### src/rtl/sobel_pkg.sv
`default_nettype none
// ============================================================================
// Module : sobel_pkg
// Shared constants, FSM state type and gradient helper for sobel_edge_core.
// Rev    : 1.0  initial release
// ============================================================================
package sobel_pkg;

    localparam int              IMG_W_DEF     = 100;
    localparam int              IMG_H_DEF     = 100;
    localparam int              GRAD_W        = 11;
    localparam logic [7:0]      EDGE_VAL_DEF  = 8'h00;
    localparam logic [7:0]      BG_VAL_DEF    = 8'hFF;
    localparam logic [GRAD_W-1:0] THRESHOLD_DEF = 11'd64;

    typedef enum logic [0:0] {
        S_FILL = 1'b0,
        S_CALC = 1'b1
    } state_t;

    // Gradients span -1020..1020, so the negation never overflows GRAD_W bits.
    function automatic logic [GRAD_W-1:0] abs_grad(input logic signed [GRAD_W-1:0] g);
        return g[GRAD_W-1] ? $unsigned(-g) : $unsigned(g);
    endfunction

endpackage
`default_nettype wire

### src/rtl/sobel_line_buf.sv
`default_nettype none
// ============================================================================
// Module : sobel_line_buf
// Dual line buffer {row r-2, row r-1}, combinational read, write on enable.
// Rev    : 1.0  initial release
// ============================================================================
module sobel_line_buf #(
    parameter int DEPTH = 100,
    parameter int AW    = $clog2(DEPTH)
) (
    input  logic          sys_clk,
    input  logic          we_i,
    input  logic [AW-1:0] addr_i,
    input  logic [15:0]   wdata_i,
    output logic [15:0]   rdata_o
);

    logic [15:0] mem_q [DEPTH];

    always_ff @(posedge sys_clk) begin
        if (we_i) begin
            mem_q[addr_i] <= wdata_i;
        end
    end

    assign rdata_o = mem_q[addr_i];

endmodule
`default_nettype wire

### src/rtl/sobel_edge_core.sv
`default_nettype none
// ============================================================================
// Module : sobel_edge_core
// Streaming 3x3 Sobel edge detector, one binary byte per interior pixel.
// Rev    : 1.0  initial release
// ============================================================================
module sobel_edge_core
    import sobel_pkg::*;
#(
    parameter int                IMG_W     = IMG_W_DEF,
    parameter int                IMG_H     = IMG_H_DEF,
    parameter logic [GRAD_W-1:0] THRESHOLD = THRESHOLD_DEF,
    parameter logic [7:0]        EDGE_VAL  = EDGE_VAL_DEF,
    parameter logic [7:0]        BG_VAL    = BG_VAL_DEF
) (
    input  logic       sys_clk,
    input  logic       sys_rst,
    input  logic [7:0] pi_data,
    input  logic       pi_flag,
    output logic [7:0] po_data,
    output logic       po_flag,
    output logic       frame_done
);

    localparam int CW = $clog2(IMG_W);
    localparam int RW = $clog2(IMG_H);

    logic [CW-1:0] col_q, col_d;
    logic [RW-1:0] row_q, row_d;
    state_t        state_q, state_d;
    logic          col_wrap, row_last, pix_ok;

    logic [15:0]   lb_rd;
    logic [7:0]    p11_q, p12_q, p13_q, p21_q, p22_q, p23_q, p31_q, p32_q, p33_q;
    logic          valid1_q, valid2_q;
    logic [9:0]    gx_pos, gx_neg, gy_pos, gy_neg;
    logic signed [GRAD_W-1:0] gx_d, gy_d, gx_q, gy_q;
    logic [GRAD_W-1:0] sum;
    logic [7:0]    po_data_q;
    logic          po_flag_q, frame_done_q;

    sobel_line_buf #(.DEPTH(IMG_W)) u_line_buf (
        .sys_clk (sys_clk),
        .we_i    (pi_flag & ~sys_rst),
        .addr_i  (col_q),
        .wdata_i ({lb_rd[7:0], pi_data}),
        .rdata_o (lb_rd)
    );

    assign col_wrap = (col_q == CW'(IMG_W - 1));
    assign row_last = (row_q == RW'(IMG_H - 1));
    assign pix_ok   = pi_flag && (state_q == S_CALC) && (col_q >= CW'(2));

    always_comb begin
        col_d   = col_q;
        row_d   = row_q;
        state_d = state_q;
        if (pi_flag) begin
            if (col_wrap) begin
                col_d = '0;
                row_d = row_last ? '0 : row_q + 1'b1;
            end else begin
                col_d = col_q + 1'b1;
            end
        end
        case (state_q)
            S_FILL:  if (pi_flag && col_wrap && (row_q == RW'(1))) state_d = S_CALC;
            S_CALC:  if (pi_flag && col_wrap && row_last)          state_d = S_FILL;
            default: state_d = S_FILL;
        endcase
    end

    // Window rows: p1x = row r-2, p2x = row r-1, p3x = row r; column 3 is newest.
    assign gx_pos = {2'b00, p13_q} + {1'b0, p23_q, 1'b0} + {2'b00, p33_q};
    assign gx_neg = {2'b00, p11_q} + {1'b0, p21_q, 1'b0} + {2'b00, p31_q};
    assign gy_pos = {2'b00, p11_q} + {1'b0, p12_q, 1'b0} + {2'b00, p13_q};
    assign gy_neg = {2'b00, p31_q} + {1'b0, p32_q, 1'b0} + {2'b00, p33_q};
    assign gx_d   = $signed({1'b0, gx_pos}) - $signed({1'b0, gx_neg});
    assign gy_d   = $signed({1'b0, gy_pos}) - $signed({1'b0, gy_neg});
    assign sum    = abs_grad(gx_q) + abs_grad(gy_q);

    always_ff @(posedge sys_clk) begin
        if (sys_rst) begin
            col_q        <= '0;
            row_q        <= '0;
            state_q      <= S_FILL;
            {p11_q, p12_q, p13_q} <= '0;
            {p21_q, p22_q, p23_q} <= '0;
            {p31_q, p32_q, p33_q} <= '0;
            valid1_q     <= 1'b0;
            valid2_q     <= 1'b0;
            gx_q         <= '0;
            gy_q         <= '0;
            po_data_q    <= 8'h00;
            po_flag_q    <= 1'b0;
            frame_done_q <= 1'b0;
        end else begin
            col_q        <= col_d;
            row_q        <= row_d;
            state_q      <= state_d;
            if (pi_flag) begin
                {p11_q, p12_q, p13_q} <= {p12_q, p13_q, lb_rd[15:8]};
                {p21_q, p22_q, p23_q} <= {p22_q, p23_q, lb_rd[7:0]};
                {p31_q, p32_q, p33_q} <= {p32_q, p33_q, pi_data};
            end
            valid1_q     <= pix_ok;
            valid2_q     <= valid1_q;
            if (valid1_q) begin
                gx_q <= gx_d;
                gy_q <= gy_d;
            end
            po_flag_q    <= valid2_q;
            if (valid2_q) begin
                po_data_q <= (sum >= THRESHOLD) ? EDGE_VAL : BG_VAL;
            end
            frame_done_q <= pi_flag && col_wrap && row_last;
        end
    end

    assign po_data    = po_data_q;
    assign po_flag    = po_flag_q;
    assign frame_done = frame_done_q;

endmodule
`default_nettype wire

### config.mk
export PLATFORM = sky130hd
export DESIGN_NAME = sobel_edge_core
export DESIGN_NICKNAME = d
export VERILOG_FILES = /design/src/rtl/sobel_pkg.sv /design/src/rtl/sobel_line_buf.sv /design/src/rtl/sobel_edge_core.sv
export SDC_FILE = /design/constraint.sdc
export NUM_CORES = 2
export LEC_CHECK = 0
export BUFFER_PORTS_ARGS = -buffer_cell sky130_fd_sc_hd__buf_2
export CAP_MARGIN = 20
export CORE_MARGIN = 2
export CORE_UTILIZATION = 40
export CTS_CLUSTER_SIZE = 40
export DETAILED_ROUTE_END_ITERATION = 16
export SYNTH_ARGS = -nofsm -noshare
export SYNTH_HDL_FRONTEND = slang
export SYNTH_SLANG_ARGS = --single-unit
export TNS_END_PERCENT = 100
### constraint.sdc
create_clock -name sys_clk -period 10.25 [get_ports sys_clk]
set_clock_uncertainty 0.05 [all_clocks]
set_input_delay 2.05 -clock sys_clk [delete_from_list [all_inputs] [get_ports sys_clk]]
set_output_delay 2.05 -clock sys_clk [all_outputs]
set_load 0.02 [all_outputs]
==> qor.txt <==
Run status = complete, no violations
Distinct cells, synth = 79
DRT Pass-1 Iters = 5
Final ANT Viol Nets = 0
Residual DRC count = 0
Worst Hold Endpoint = valid1_q
Slew Viols, Final = 0
Switching power = 3.43 mW
Total track usage = 0.194
Number of DRC markers in iteration 0 = 4265
Hold path cells = 2
Crit path required time = 10.70 ns
Top reg by flops = u_line_buf.mem_q
Setup violators final = 0
Min Hold Slack = 0.432 ns
Instance count of the mapped netlist = 3612
CP max FO = 68
CP Class = flip-flop to flip-flop
CTS max path bufs = 3
Biggest regs = u_line_buf.mem_q x1600, gx_q x11, gy_q x11
Die height = 423 um
Reg-to-reg critical path endpoint = u_line_buf.mem_q[38][13]
Critical hold path startpoint = state_q
GR Layer Usage met3 = 0.0363
CTS tree = yes
Total internal power = 11.8 mW
Power share of the clock group = 0.405
Worst Reg-to-Reg Cells = 9
Die width = 423 um
Worst-path clk slew = 0.06 ns
Synth Flop Type = edfxtp_1
Synth Register Bits = 1721
WP data arrival = 5.65 ns
Vias = 35200
Initial antenna violation count = 2
R2R Setup Slk = 5.04 ns
Worst Tran Pin Value = 1.25 ns
Layout cells sized above 1 = 0.193
CP Launch Type = flip-flop
Mean post-synth cell area = 19.4 sq um
H-tree levels = 4
Power per cell area = 193 nW/um^2
Leak pwr = 25.1 nW
Root buffer cell = clkbuf_16
Detailed Place HPWL = 100 mm
Hold Path Class = flip-flop to flip-flop
CTS buffer count = 174
Max FFs per register = 1600
Clock Latency Late Sink = 0.82 ns
Vias per inst = 5.64
Total grt overflow = 0
Worst slew margin relative to its limit = 0.164
P&R area growth vs syn = 12.0%
Post-CTS Repair Setup Buffers = 0
Number of global-route vias before repair = 35100
First-pass GRT wire length = 252 mm
Total number of yosys warnings = 0
Comb pwr share = 0.079
Fin. Hold Viols = 0
Setup_tns = 0 ns
GRT Max-Usage Layer = met2
Met2 Resource Use GR = 0.310
Final WL = 174 mm
Period utilization = 0.508
Die ar. = 179000 sq um
# resized after CTS = 0
Switching share of power = 0.226
CP endpoint kind = flip-flop
GR Layer Usage met1 = 0.276
Syn Nets = 3726
Max VDD drop = 0.000141 V
Nets = 3890
Largest net degree at the start of global routing = 103
I/O pin count = 21
Cell row count = 153
Final min period = 5.21 ns
Post-synth ARST share = 0
Maxcap violations = 0
Initial Util = 0.403
Mapped Area = 70100 sq um
Wirelength per Cell = 28.0 um
CTS Sinks = 1721
Register share of total power = 0.515
RSZ-0062 raised after global routing = false
Buffers on Ports = 20
F_max = 0.192 GHz
Register area share after synthesis = 0.720
Post-synth EDFFs = 1600
Core ar. = 174000 sq um
Hold-fix buffers, CTS = 0
GP Congestion = 0.853
[kinds of logic after synthesis]
group / after synthesis / share of synthesized area
DFF: 1721 / 0.720
muxes: 576 / 0.153
AOI/OAI and AO/OA: 319 / 0.0323
and+or+nand+nor: 532 / 0.0348
xor gates and xnor gates: 40 / 0.00500
adders and majority gates: 103 / 0.0251
buffers and inverters: 321 / 0.0296
[critical path: stages (launching register included)]
cell	delay [ns]
dfxtp_4	0.86
buf_4	0.57
buf_4	0.77
mux2i_1	0.19
a221oi_1	0.40
o31ai_1	0.13
o32ai_1	0.25
a21oi_1	0.22
nor2_4	0.59
buf_4	0.70
[how the worst max path moves through the flow]
| stage | start | to | slack, ns | cells past startpoint |
|---|---|---|---|---|
| after floorplan | flip-flop | u_line_buf.mem_q[0][11] | 2.98 | 10 |
| after global placement | flip-flop | u_line_buf.mem_q[32][13] | 5.02 | 9 |
| after detailed placement | flip-flop | u_line_buf.mem_q[43][13] | 4.96 | 9 |
| after CTS | flip-flop | u_line_buf.mem_q[41][13] | 4.89 | 9 |
| after global routing | flip-flop | u_line_buf.mem_q[34][13] | 4.62 | 9 |
| final | flip-flop | u_line_buf.mem_q[38][13] | 5.04 | 9 |
[layer usage]
layer / routed length (um) / up-vias
met4: 3220 / 2
met1: 75000 / 18800
met3: 12200 / 203
met2: 83900 / 1310
met5: 32 / -
li1: - / 14900
[power groups by stage]
stage | logic (mW) | clock network, mW | registers (mW)
after floorplan | 0.863 | 0 | 7.97
after global placement | 1.19 | 0 | 7.98
after detailed placement | 1.21 | 0 | 7.98
after CTS | 1.21 | 6.26 | 7.83
after global routing | 1.31 | 6.56 | 7.83
final | 1.20 | 6.16 | 7.83
[cell type report]
class | instances | area (sq um)
Clock inverter | 95 | 905
Antenna cell | 2 | 5.00
Sequential cell | 1721 | 50500
Fill cell | 14700 | 95500
Tap cell | 2325 | 2910
Inverter | 125 | 469
Clock buffer | 219 | 4570
Multi-Input combinational cell | 1570 | 17700
Timing Repair Buffer | 184 | 1500
[layout by cell type (no fill, tap or decap), drive strengths merged, types with 7 or more instances in the layout]
master	instances
a211oi	38
a21o	11
a21oi	57
a221oi	22
a22o	11
a22oi	19
a311oi	7
a31oi	23
and2	16
buf	183
bufinv	13
clkbuf	220
clkinv	69
dfxtp	121
edfxtp	1600
fa	63
ha	40
inv	132
mux2	7
mux2i	197
mux4	372
nand2	119
nand2b	22
nand3	41
nand4	18
nor2	221
nor2b	31
nor3	25
nor4	12
o211ai	10
o21ai	42
o22ai	20
o31ai	8
xnor2	33
xor2	7
[per-stage QoR]
stage / instance area [sq um] / power, mW / utilization / setup slack, ns / std cells
floorplan: 70100 / 8.83 / - / 2.98 / 3612
global placement: 72900 / 9.17 / 0.419 / 5.02 / 5920
detailed placement: 72900 / 9.19 / 0.419 / 4.96 / 5921
CTS: 78400 / 15.3 / 0.451 / 4.89 / 6235
global route: 78500 / 15.7 / 0.451 / 4.62 / 6240
finish: 78500 / 15.2 / 0.451 / 5.04 / 6241
[synthesized netlist by cell type, drive strengths merged (5+ instances only)]
cell type	number	area share
edfxtp	1600	0.69
o22ai	20	0.0019
a21oi	57	0.0041
and2	16	0.0014
a211oi	38	0.0043
xnor2	33	0.0041
mux2i	197	0.028
a21o	11	0.0012
mux4	372	0.12
o211ai	10	0.0011
nand2b	22	0.0020
a22o	11	0.0014
fa	63	0.018
buf	120	0.015
nor3	25	0.0019
o21ai	42	0.0030
clkbuf	76	0.0079
a311oi	7	0.00087
o31ai	8	0.00086
o21bai	5	0.00054
or2	5	0.00045
or3	6	0.00054
inv	124	0.0066
dfxtp	121	0.035
mux2	7	0.0011
a22oi	19	0.0020
nor2	221	0.012
nand2	119	0.0064
o211a	6	0.00086
ha	40	0.0071
nor4	12	0.0011
o2111ai	5	0.00062
nor3b	6	0.00064
nor2b	31	0.0028
xor2	7	0.00087
nand3	41	0.0029
a221oi	22	0.0030
nand4	18	0.0016
a31oi	23	0.0021
Power figures use the tool's default switching activity.
